==> config.mk <==
export PLATFORM = sky130hd
export DESIGN_NAME = vga_frame_commit
export DESIGN_NICKNAME = d
export VERILOG_FILES = /design/src/rtl/vga_frame_commit.sv
export SDC_FILE = /design/constraint.sdc
export NUM_CORES = 1
export LEC_CHECK = 0
export ABC_AREA = 1
export CORE_ASPECT_RATIO = 1.25
export CORE_MARGIN = 3
export CORE_UTILIZATION = 35
export DETAILED_ROUTE_END_ITERATION = 10
export GPL_ROUTABILITY_DRIVEN = 0
export PLACE_DENSITY = 0.62
export SLEW_MARGIN = 15
export SYNTH_ARGS = -nofsm -noshare
export SYNTH_HDL_FRONTEND = slang
export SYNTH_SLANG_ARGS = --single-unit
==> constraint.sdc <==
create_clock -name clock -period 3.5 [get_ports clock]
set_clock_uncertainty 0.15 [all_clocks]
set_input_delay 0.7 -clock clock [delete_from_list [all_inputs] [get_ports clock]]
set_output_delay 0.7 -clock clock [all_outputs]
set_load 0.05 [all_outputs]
==> src/rtl/vga_frame_commit.sv <==
// Tear-free commit of CPU-written sprite/stage shadow words onto the live VGA buses.
// Copies all shadows at a vsync falling edge, or after a timeout when vsync is absent.
module vga_frame_commit #(
    parameter int unsigned TIMEOUT_CYCLES = 2000000,
    parameter int unsigned TO_W           = 22
) (
    input  logic        clock,
    input  logic        reset_btn,
    input  logic        wr_en,
    input  logic [2:0]  wr_addr,
    input  logic [31:0] wr_data,
    output logic [31:0] rd_status,
    input  logic        vsync_n,
    output logic [63:0] p1VGA,
    output logic [63:0] p2VGA,
    output logic [63:0] stageVGA,
    output logic        commit_done
);

    localparam int unsigned FC_W = 8;
    localparam logic [2:0] ADDR_COMMIT = 3'b110;

    typedef enum logic [1:0] {
        IDLE    = 2'd0,
        PENDING = 2'd1,
        COPY    = 2'd2
    } state_t;

    state_t state;
    state_t next_state;

    logic [63:0]     sh_p1;
    logic [63:0]     sh_p2;
    logic [63:0]     sh_stage;
    logic            vs_s1;
    logic            vs_s2;
    logic            vs_hist;
    logic [TO_W-1:0] to_cnt;
    logic [FC_W-1:0] frame_count;
    logic            timed_out;
    logic            req_latched;

    logic vs_edge;
    logic commit_req;
    logic to_hit;
    logic load_live;
    logic cnt_clr;
    logic cnt_inc;
    logic set_to;
    logic clr_to;
    logic latch_req;
    logic clear_req;

    assign vs_edge    = !vs_s2 && vs_hist;
    assign commit_req = wr_en && (wr_addr == ADDR_COMMIT);
    assign to_hit     = (to_cnt == TO_W'(TIMEOUT_CYCLES - 1));

    assign rd_status = {16'b0, frame_count, 5'b0, timed_out,
                        (state == COPY), (state == PENDING)};

    // Two-flop synchronizer plus history flop for falling-edge detection
    always_ff @(posedge clock) begin
        if (!reset_btn) begin
            vs_s1   <= 1'b1;
            vs_s2   <= 1'b1;
            vs_hist <= 1'b1;
        end else begin
            vs_s1   <= vsync_n;
            vs_s2   <= vs_s1;
            vs_hist <= vs_s2;
        end
    end

    always_ff @(posedge clock) begin
        if (!reset_btn) begin
            state <= IDLE;
        end else begin
            state <= next_state;
        end
    end

    always_comb begin
        next_state = state;
        case (state)
            IDLE:    if (commit_req || req_latched) next_state = PENDING;
            PENDING: if (vs_edge || to_hit) next_state = COPY;
            COPY:    next_state = IDLE;
            default: next_state = IDLE;
        endcase
    end

    // Live registers load on the edge entering COPY, so commit_done marks the first cycle of new data
    always_comb begin
        load_live = 1'b0;
        cnt_clr   = 1'b0;
        cnt_inc   = 1'b0;
        set_to    = 1'b0;
        clr_to    = 1'b0;
        latch_req = 1'b0;
        clear_req = 1'b0;
        case (state)
            IDLE: begin
                cnt_clr   = 1'b1;
                clear_req = 1'b1;
            end
            PENDING: begin
                if (vs_edge) begin
                    load_live = 1'b1;
                    clr_to    = 1'b1;
                end else if (to_hit) begin
                    load_live = 1'b1;
                    set_to    = 1'b1;
                end else begin
                    cnt_inc = 1'b1;
                end
            end
            COPY:    latch_req = commit_req;
            default: ;
        endcase
    end

    always_ff @(posedge clock) begin
        if (!reset_btn) begin
            sh_p1       <= '0;
            sh_p2       <= '0;
            sh_stage    <= '0;
            p1VGA       <= '0;
            p2VGA       <= '0;
            stageVGA    <= '0;
            commit_done <= 1'b0;
            to_cnt      <= '0;
            frame_count <= '0;
            timed_out   <= 1'b0;
            req_latched <= 1'b0;
        end else begin
            if (wr_en) begin
                case (wr_addr)
                    3'b000:  sh_p1[31:0]     <= wr_data;
                    3'b001:  sh_p1[63:32]    <= wr_data;
                    3'b010:  sh_p2[31:0]     <= wr_data;
                    3'b011:  sh_p2[63:32]    <= wr_data;
                    3'b100:  sh_stage[31:0]  <= wr_data;
                    3'b101:  sh_stage[63:32] <= wr_data;
                    default: ;
                endcase
            end
            if (load_live) begin
                p1VGA    <= sh_p1;
                p2VGA    <= sh_p2;
                stageVGA <= sh_stage;
            end
            commit_done <= load_live;
            if (cnt_clr) begin
                to_cnt <= '0;
            end else if (cnt_inc) begin
                to_cnt <= to_cnt + TO_W'(1);
            end
            if (set_to) begin
                timed_out <= 1'b1;
            end else if (clr_to) begin
                timed_out <= 1'b0;
            end
            if (vs_edge) begin
                frame_count <= frame_count + FC_W'(1);
            end
            if (latch_req) begin
                req_latched <= 1'b1;
            end else if (clear_req) begin
                req_latched <= 1'b0;
            end
        end
    end

endmodule
==> results.toml <==
[worst_hold_path]
hold_path_class = "reg -> reg"
min-delay-start = "vs_s1$_SDFF_PN1_"
whs_path_depth = 1

[layout]
antennaDiodeCount = 0
fillers = 4799
area_growth_pct = 23.3
drive_above_1_share = 0.0512
num-nets-final = 2450

[drt]
wl_per_cell_microns = 17.3
drtIter0Drc = 922
drtPass1Iterations = 7
drt-total-wl_microns = 53300
drc = 0
drtAntennaViolNets = 0
num_vias = 15200
via_per_inst = 4.91

[clock_tree]
clk-insertion-delay-late_ns = 0.56
clk_pin_slew_worst_paths_ns = 0.07
clockBufferDepth = 3
root_buffer = "clkbuf_16"
numCtsBuffers = 43
cts.sinks = 422
tritoncts = "yes"
post_cts_buffers = 0
htreeDepth = 2
cts_resized = 0
hold_buffers = 0

[synth]
synth-seq-cells = 422
ys_top_cells_by_area = "dfxtp_1 49%, nor2_1 10%, a21oi_1 8.6%"
yosysSeqAreaShare = 0.493
synthTopCellsByCount = "471 x nor2_1, 422 x dfxtp_1, 303 x nand2_1, 294 x a21oi_1, 192 x o21ai_0"
synth.distinct_cells = 33
synth_flop_cell = "dfxtp_1"
postSynthAreaPerCell_sq_um = 7.55
synth-edff-count = 0
yosysTopAreaCellShare = 0.493
yosys.area_share.simple = 0.256
ys_warn_count = 0
synth.largest_area_cell = "dfxtp_1"
synth_compound_area_frac = 0.150
synth_xor_area_frac = 0.00613
post-synth-top-count-cell = "nor2_1"
netlist_area_sq_um = 17100
async_reset_ff_frac = 0
synth_fa_ha_area_frac = 0.00146
synth_cells = 2270
synthMuxAreaShare = 0
synth_top_family_by_area = "simple AND/OR/NAND/NOR gates"

[placement]
place_ws_ns = 0.669
post-dp-hpwl_microns = 33400
numPortBuffers = 242

[global_route]
grt_pass1_vias = 14200
grt_pass1_wl_microns = 81300
antenna_found_initial = 5
grt_start_max_net_pins = 237
track_usage = 0.200
gr-total-overflow = 0

[die]
ios = 264
die_h_microns = 253
core_area_sq_um = 48300
initial_core_util = 0.355
die_w_microns = 204
fp.dieArea_sq_um = 51700
rows = 90

[timing]
hold_violations = 0
maxSlewViolCount = 0
rsz0062_at_grt = "false"
post-route-period-util = 0.824
tightest_slew_ns = 1.18
fmaxAchievable_mhz = 347
max_slew_margin = 0.211
post-route-min-period_ns = 2.88
finalSetupTns_ns = 0
finalSetupViolCount = 0
finalWorstSetupSlack_ns = 0.617

[outcome]
status = "completed"

[job]
drv_cap = 0

[worst_setup_path]
r2r_slack_ns = 0.70
critPathRequiredTime_ns = 2.65
cp.arrival_ns = 2.03
cp-startpoint = "state[0]$_SDFFE_PN0P_"
worstSetupPathType = "reg -> out"
rr_worst_depth = 9
crit_path_end_kind = "output port"
cp-start-kind = "flop"
r2r-start = "to_cnt[0]$_SDFFE_PP0P_"
critPathMaxFanout = 4

[power]
p_leak_nw = 7.80
p_per_area_nw_per_um2 = 500
peakVddDrop_mv = 0.300
==> registers in the layout, summed over array words and instances (netlist names) <==
name	cells
commit_done	1
frame_count	8
p1VGA	64
p2VGA	64
req_latched	1
sh_p1	64
sh_p2	64
sh_stage	64
stageVGA	64
state	2
timed_out	1
to_cnt	22
vs_hist	1
vs_s1	1
vs_s2	1
==> layout make-up <==
| type | instances | area (sq um) | area share |
|---|---|---|---|
| multi-input cells | 1544 | 7170 | 0.339 |
| clock inverters | 16 | 206 | 0.00977 |
| clock buffers | 63 | 1290 | 0.0612 |
| repair buffers | 267 | 2720 | 0.128 |
| well taps | 644 | 806 | 0.0381 |
| flip-flops and latches | 422 | 8450 | 0.400 |
| inverters | 131 | 492 | 0.0233 |
==> worst paths after layout <==
kind                          endpoint
max                       rd_status[0]
min                   vs_s2$_SDFF_PN1_
max reg2reg  stageVGA[38]$_SDFFE_PN0P_
min reg2reg           vs_s2$_SDFF_PN1_
==> routing by layer <==
metal / part of all wire / vias up / wire, microns / track usage
met3: 0.052 / 102 / 2770 / 0.0370
li1: - / 7554 / - / -
met1: 0.44 / 7137 / 23500 / 0.263
met4: 0.039 / 0 / 2060 / 0.0791
met2: 0.47 / 361 / 25000 / 0.327
met5: 0 / - / 0 / 0
==> report_power, final <==
group          switching, mW  internal (mW)  total, mW
combinational          0.567          0.211      0.778
sequential            0.0410           4.90       4.94
clock                   1.98           2.87       4.85
==> kinds of logic (layout without fill, tap and decap cells) <==
logic type / after synthesis / count (layout)
AND/OR/NAND/NOR: 1004 / 1004
other: 1 / 21
AO/OA/AOI/OAI: 505 / 505
XOR/XNOR: 12 / 12
buffers and inverters: 324 / 477
flip-flops: 422 / 422
adder cells (fa/ha/maj): 2 / 2
==> critical path: stages (launching register included) <==
cell,delay (ns)
dfxtp_1,0.36
inv_2,0.06
nor2_4,0.18
clkdlybuf4s50_1,0.86
==> cells in the final DEF, fill, tap and decap left out, types with 17 or more instances in the layout <==
cell type | Yosys | final
nor2_1 | 471 | 469
dfxtp_1 | 422 | 422
nand2_1 | 303 | 303
a21oi_1 | 294 | 294
clkdlybuf4s50_1 | 0 | 241
o21ai_0 | 192 | 192
inv_1 | 127 | 127
nand3b_1 | 108 | 108
nand3_1 | 104 | 103
clkbuf_16 | 0 | 45
conb_1 | 1 | 21
buf_4 | 23 | 17
==> per-stage QoR <==
stage / utilization / instance area (sq um) / hold WS [ns] / power (mW) / cells
2_1_floorplan: - / 17200 / 0.243 / 5.57 / 2290
3_3_place_gp: 0.406 / 19600 / 0.253 / 5.82 / 3008
3_5_place_dp: 0.406 / 19600 / 0.254 / 5.83 / 3008
4_1_cts: 0.438 / 21100 / 0.274 / 10.7 / 3087
5_1_grt: 0.438 / 21100 / 0.304 / 10.9 / 3087
6_report: 0.438 / 21100 / 0.275 / 10.6 / 3087
Note: power is estimated with default switching activity, not from simulation.
